$ cat src/rtl/mem_access_master.sv
// mem_access_master
// CPU-side initiator for the unified instruction/data memory of the multi-cycle CPU.
// Takes one fetch/load/store request at a time and validates its address.
// A request that passes the checks drives the memory bus for exactly one cycle.
// Fetched words are captured into inst_reg, and loaded words into mem_data_reg.
// Completion and any rejection are reported with a one-cycle done pulse.

module mem_access_master #(
   parameter int RAM_SIZE      = 256,
   parameter int RAM_SIZE_BIT  = 8,
   parameter int RAM_INST_SIZE = 32
) (
   input  logic        clk,
   input  logic        reset,
   input  logic        req_valid,
   input  logic [1:0]  req_op,
   input  logic [31:0] req_addr,
   input  logic [31:0] req_wdata,
   output logic        ready,
   output logic        done,
   output logic        err,
   output logic [1:0]  err_code,
   output logic [31:0] inst_reg,
   output logic [31:0] mem_data_reg,
   output logic [31:0] Address,
   output logic [31:0] Write_data,
   output logic        MemRead,
   output logic        MemWrite,
   input  logic [31:0] Mem_data
);

   // Request opcodes as presented by the control unit
   localparam logic [1:0] OP_FETCH    = 2'b00;
   localparam logic [1:0] OP_LOAD     = 2'b01;
   localparam logic [1:0] OP_STORE    = 2'b10;
   localparam logic [1:0] OP_RESERVED = 2'b11;

   // Error codes reported alongside done
   localparam logic [1:0] ERR_NONE       = 2'b00;
   localparam logic [1:0] ERR_MISALIGNED = 2'b01;
   localparam logic [1:0] ERR_RANGE      = 2'b10;
   localparam logic [1:0] ERR_PROTECTED  = 2'b11;

   // First word index outside the write-protected instruction region
   localparam logic [RAM_SIZE_BIT-1:0] INST_LIMIT = RAM_INST_SIZE[RAM_SIZE_BIT-1:0];

   typedef enum logic {
      IDLE,
      ACCESS
   } state_t;

   state_t      state_q, state_d;
   logic [1:0]  op_q, op_d;
   logic [31:0] addr_q, addr_d;
   logic [31:0] wdata_q, wdata_d;
   logic [1:0]  pendCode_q, pendCode_d;
   logic        done_q, done_d;
   logic        err_q, err_d;
   logic [1:0]  errCode_q, errCode_d;
   logic [31:0] instReg_q, instReg_d;
   logic [31:0] memData_q, memData_d;

   logic [1:0]  reqCode;
   logic        reqMisaligned;
   logic        reqOutOfRange;
   logic        reqProtected;
   logic        accessOk;

   // Classify the incoming request; the first matching rule wins, so a reserved
   // opcode hides every address problem and misalignment hides a range problem.
   always_comb begin
      reqMisaligned = (req_addr[1:0] != 2'b00);
      reqOutOfRange = (req_addr[31:2] >= 30'(RAM_SIZE));
      reqProtected  = (req_op == OP_STORE) &&
                      (req_addr[RAM_SIZE_BIT+1:2] < INST_LIMIT);
      reqCode = ERR_NONE;
      if (req_op == OP_RESERVED) begin
         reqCode = ERR_PROTECTED;
      end else if (reqMisaligned) begin
         reqCode = ERR_MISALIGNED;
      end else if (reqOutOfRange) begin
         reqCode = ERR_RANGE;
      end else if (reqProtected) begin
         reqCode = ERR_PROTECTED;
      end
   end

   // Next-state logic: IDLE latches a request with its verdict; ACCESS always
   // lasts one cycle and retires the request on its closing edge.
   always_comb begin
      state_d    = state_q;
      op_d       = op_q;
      addr_d     = addr_q;
      wdata_d    = wdata_q;
      pendCode_d = pendCode_q;
      done_d     = 1'b0;
      err_d      = err_q;
      errCode_d  = errCode_q;
      instReg_d  = instReg_q;
      memData_d  = memData_q;
      case (state_q)
         IDLE: begin
            if (req_valid) begin
               op_d       = req_op;
               addr_d     = req_addr;
               wdata_d    = req_wdata;
               pendCode_d = reqCode;
               state_d    = ACCESS;
            end
         end
         ACCESS: begin
            state_d   = IDLE;
            done_d    = 1'b1;
            err_d     = (pendCode_q != ERR_NONE);
            errCode_d = pendCode_q;
            if (pendCode_q == ERR_NONE) begin
               if (op_q == OP_FETCH) begin
                  instReg_d = Mem_data;
               end
               if (op_q == OP_LOAD) begin
                  memData_d = Mem_data;
               end
            end
         end
         default: begin
            state_d = IDLE;
         end
      endcase
   end

   // State register; reset returns to IDLE and clears every visible result
   always_ff @(posedge clk) begin
      if (reset) begin
         state_q    <= IDLE;
         op_q       <= OP_FETCH;
         addr_q     <= '0;
         wdata_q    <= '0;
         pendCode_q <= ERR_NONE;
         done_q     <= 1'b0;
         err_q      <= 1'b0;
         errCode_q  <= ERR_NONE;
         instReg_q  <= '0;
         memData_q  <= '0;
      end else begin
         state_q    <= state_d;
         op_q       <= op_d;
         addr_q     <= addr_d;
         wdata_q    <= wdata_d;
         pendCode_q <= pendCode_d;
         done_q     <= done_d;
         err_q      <= err_d;
         errCode_q  <= errCode_d;
         instReg_q  <= instReg_d;
         memData_q  <= memData_d;
      end
   end

   // Bus strobes: only a clean request touches memory, and reset gates the
   // strobes immediately so a write cannot commit in a reset cycle.
   always_comb begin
      accessOk = (state_q == ACCESS) && (pendCode_q == ERR_NONE) && !reset;
      MemRead  = accessOk && ((op_q == OP_FETCH) || (op_q == OP_LOAD));
      MemWrite = accessOk && (op_q == OP_STORE);
   end

   assign ready        = (state_q == IDLE);
   assign done         = done_q;
   assign err          = err_q;
   assign err_code     = errCode_q;
   assign inst_reg     = instReg_q;
   assign mem_data_reg = memData_q;
   assign Address      = addr_q;
   assign Write_data   = wdata_q;

endmodule

$ cat config.mk
export PLATFORM = sky130hd
export DESIGN_NAME = mem_access_master
export DESIGN_NICKNAME = d
export VERILOG_FILES = /design/src/rtl/mem_access_master.sv
export SDC_FILE = /design/constraint.sdc
export NUM_CORES = 1
export LEC_CHECK = 0
export CAP_MARGIN = 25
export CORE_UTILIZATION = 35
export DETAILED_ROUTE_END_ITERATION = 8
export PLACE_DENSITY = 0.71
export SYNTH_ARGS = -nofsm -noshare
export SYNTH_HDL_FRONTEND = slang
export SYNTH_SLANG_ARGS = --single-unit
$ cat constraint.sdc
create_clock -name clk -period 2.22 [get_ports clk]
set_clock_uncertainty 0.05 [all_clocks]
set_input_delay 0.666 -clock clk [delete_from_list [all_inputs] [get_ports clk]]
set_output_delay 0.666 -clock clk [all_outputs]
set_load 0.02 [all_outputs]
Word level (Yosys, flattened, before mapping)
Index checks and enable logic that the tools add are counted.
Storage, ports and cells
  flip-flop bits (word level): 137
  output and inout bits: 135
  word-level logic and storage cells: 38
Operators by class
  magnitude comparators: 2
  equality and inequality tests: 4
  multiplexer cells: 7
  bitwise operators: 1
  reduce and logical (&&, ||, !) cells: 14
Operators with widths (number)
  $ge A30 B9 Y1 const B: 1
  $lt A8 B6 Y1 const B: 1
  $mux W2: 4
  $eq A2 B2 Y1 const B: 3
  $reduce_and A3 Y1: 2
  $logic_and A1 B1 Y1: 5
  $logic_not A2 Y1: 2
  $reduce_bool A2 Y1: 2
  $eq A2 B1 Y1 const B: 1
  $mux W1: 2
  $pmux W1 S2: 1
  $reduce_and A2 Y1: 1
  $logic_not A1 Y1: 1
  $logic_or A1 B1 Y1: 1
  $not A1 Y1: 1

Depth between registers and ports, before layout
  depth after elaboration: 6
  depth in mapped cells: 7

Least setup slack after synthesis
OpenSTA, ideal clock, no wires.
  path type: input -> output
  from: input reset
  to: output MemRead
  data arrival time: 1360 ps
  path slack: 144 ps
  cell stages on the path: 3
  path buffers: 2
  cell sequence: clkbuf_1 -> clkbuf_1 -> nor2_1
Between the ends
  longest elaborated chain between the ends: 3
Ends and longest elaborated chain
  from (decl): RTL line 14  | input logic reset,
  $logic_not A1 Y1: RTL line 161  | accessOk = (state_q == ACCESS) && (pendCode_q == ERR_NONE) && !reset;
  $logic_and A1 B1 Y1: RTL line 161
  $logic_and A1 B1 Y1: RTL line 162  | MemRead = accessOk && ((op_q == OP_FETCH) || (op_q == OP_LOAD));
  to (decl): RTL line 27  | output logic MemRead,
No other way between the ends.

Worst setup path in the final report
  from: register pendCode_q[0]
  to: output MemRead
Between the ends
  longest elaborated chain between the ends: 4
Ends and longest elaborated chain
  from (decl): RTL line 56  | logic [1:0] pendCode_q, pendCode_d;
  from (signal assigned): RTL line 149  | pendCode_q <= pendCode_d;
  $logic_not A2 Y1: RTL line 161
  $logic_and A1 B1 Y1 (2 in series): RTL line 161
  $logic_and A1 B1 Y1: RTL line 162
No other way between the ends.

==> results.py <==
metrics = {
    "run_status": {
        "outcome": "finished, final reports clean",
    },
    "timing": {
        "setup_slack_ns": 0.01606,
        "max_freq_mhz": 453.7,
        "worst_pin_slew_ns": 0.7506,
        "rsz0062_at_grt": "true",
        "setup_viol": 0,
        "fin_crit_ns": 2.204,
        "final_max_slew_viol_count": 0,
        "fin_crit_sh_pct": 99.28,
        "timing_hold_violations_final": 0,
        "slew_headroom_pct": 49.96,
    },
    "layout": {
        "antennaDiodeCount": 0,
        "post-route-cell-area_sq_mm": 0.008005,
        "final_cell_mix": "nand2_1 (262), clkdlybuf4s50_1 (231), dfxtp_1 (137)",
        "layout-drive-gt1-share_pct": 7.468,
        "final_common_cell": "nand2_1",
        "multi_input_area_sq_mm": 0.001883,
        "regArea_sq_mm": 0.002743,
        "instances_no_fill": 1033,
        "fillers": 1201,
        "area.growth.synth_to_final_pct": 66.35,
        "nets": 945,
    },
    "cts": {
        "cts_max_level": 4,
        "cts_tree": "built",
        "clkSinkCount": 137,
        "clockBufferDepth": 2,
        "clk_latency_ns": 0.41,
        "clockRootBuffer": "clkbuf_16",
        "numCtsBuffers": 17,
        "path_clk_slew_ns": 0.05,
        "cts_hold_buf": 0,
    },
    "synthesis": {
        "yosysSeqAreaShare_pct": 56.99,
        "synth_cell_types": 24,
        "yosys.area_share.adder_pct": 0,
        "synth-xor-area-share_pct": 0,
        "synth_area_per_cell_sq_um": 7.902,
        "synthMuxAreaShare_pct": 0.4160,
        "syn-num-nets": 710,
        "ys_ff_latch": 137,
        "yosys_warnings": 0,
        "synth_top_family_by_area": "simple AND/OR/NAND/NOR gates",
        "synth_area_leaders": "dfxtp_1 (57%), nand2_1 (21%), a21oi_1 (14%)",
        "netlist.area_leader.share_pct": 56.99,
        "synth_top_cell_by_area": "dfxtp_1",
        "synth_compound_area_share_pct": 14.27,
        "synth-simple-area-share_pct": 24.02,
        "synthCells": 609,
        "synthesis.area_sq_mm": 0.004812,
    },
    "setup_path": {
        "cp.buffers_inverters": 1,
        "cp_max_fo": 2,
        "cp_top_family": "simple AND/OR/NAND/NOR gates",
        "crit_chain": "or4b_4 -> nor2_4 -> buf_6",
        "critPathKind": "register to output pin",
        "crit_slowest_cell": "or4b_4",
        "critPathMaxStageDelay_ns": 0.55,
        "crit_start": "pendCode_q[0]",
        "cp-start-kind": "register",
        "worst_ep_required_time_ns": 1.50,
        "crit_arrival_ns": 1.49,
        "cp-end-kind": "output pin",
        "r2r-start": "pendCode_q[0]",
    },
    "power_and_ir_drop": {
        "static-leakage-power_nw": 2.893,
        "pwr_density_cell_mw_per_mm2": 786.2,
        "ir_drop_mv": 0.4331,
    },
    "floorplan": {
        "io_pins": 236,
        "die_h_microns": 119.3,
        "die_area_sq_mm": 0.01422,
        "initial_core_util_pct": 36.05,
        "core-area_sq_mm": 0.01335,
        "die_w_microns": 119.3,
        "fp-row-count": 42,
    },
    "grt": {
        "antenna_found_initial": 0,
        "overflow": 0,
        "grt_pass1_wl_mm": 23.37,
        "track_usage_pct": 20.95,
        "grt_pass1_vias": 4963,
        "grt_max_degree": 76,
    },
    "placement": {
        "place_congestion": 0.7604,
        "dp_cells": 1001,
        "hpwl_mm": 10.46,
        "port-buffer-count": 235,
        "place_worst_setup_slack_ns": -0.2272,
        "dpl_cell_area_sq_mm": 0.007390,
    },
    "run": {
        "cap_viol_max_count": 0,
    },
    "detailed_routing": {
        "dr.pass1.iters": 6,
        "wirelength_mm": 14.87,
        "wl_per_cell_microns": 14.40,
        "via_count": 4926,
        "drcViolationCount": 0,
        "vias_per_cell": 4.769,
        "drt_iter0_drc": 185,
        "ant_nets": 0,
    },
    "worst_hold_path": {
        "hp-class": "register to register",
        "min_from": "Write_data[14]",
    },
}
cell families (layout without fill, tap and decap cells):
group                  Yosys count  after routing
AND/OR/NAND/NOR                290            290
flip-flops                     137            137
AO/OA/AOI/OAI                  135            135
buffers and inverters           45            293
multiplexers                     2              2
where the power goes:
part,switching (W),internal (W)
combinational,0.000416,0.000421
sequential,0.0000532,0.00257
clock,0.00101,0.00183
total,0.00148,0.00482
synthesized netlist by cell type, drive strengths merged:
library cell / n
nor4: 6
and4b: 1
nand4: 1
nand2b: 1
nand2: 263
o31ai: 1
a21oi: 131
clkbuf: 29
mux2i: 2
nor4b: 1
dfxtp: 137
a211oi: 2
inv: 1
and2: 2
buf: 15
nor2b: 1
a311oi: 1
or4b: 1
nor2: 12
nand4b: 1
layout make-up:
class | instances | share of cell area (%)
inverters | 1 | 0.04689
well taps | 176 | 2.751
clock buffers | 26 | 6.486
clock inverters | 6 | 1.063
repair buffers | 260 | 31.87
flip-flops and latches | 137 | 34.26
multi-input cells | 427 | 23.52
metrics by stage:
step                      hold slack [ns]  util [%]  total power, W   TNS, ns
after floorplan                    0.4195         -        0.003022         0
after global placement             0.3907     55.36        0.003490    -2.756
after detailed placement           0.3971     55.36        0.003508    -4.610
after CTS                          0.4044     59.91        0.006350  -0.01159
after global routing               0.4228     59.97        0.006520  -0.03876
final                              0.4003     59.97        0.006294         0
routing by layer:
layer  track usage [%]  wire length, microns  vias up  share of wire (%)
li1                  -                     -     2443                  -
met1             22.59                  6007     2270                 40
met2             37.21                  7450      191                 50
met3             6.561                  1113       22                7.5
met4             9.494                   300        0                2.0
met5                 0                     0        -                  0
timing repair:
item / in CTS / in global routing
setup buffers: 0 / 0
endpoints found under the hold margin: 0 / 0
pin swaps: 1 / 0
cloned: 0 / 0
endpoints found under the setup margin: 3 / 3
resized for setup: 14 / 3
path summary, 6_finish.rpt:
| check | depth (start not counted) | slack (ns) | endpoint |
|---|---|---|---|
| setup / recovery | 3 | 0.02 | MemRead |
| setup reg to reg | 6 | 0.41 | inst_reg[28] |
| hold reg to reg | 2 | 0.40 | Write_data[14] |
| hold / removal | 2 | 0.40 | Write_data[14] |
worst min-delay path: cells and delay by family, from the launching register on:
family / cells / cell delay (ns)
AO/OA/AOI/OAI: 1 / 0.05
flip-flops: 1 / 0.30
AND/OR/NAND/NOR: 1 / 0.05
Power figures use the tool's default switching activity.
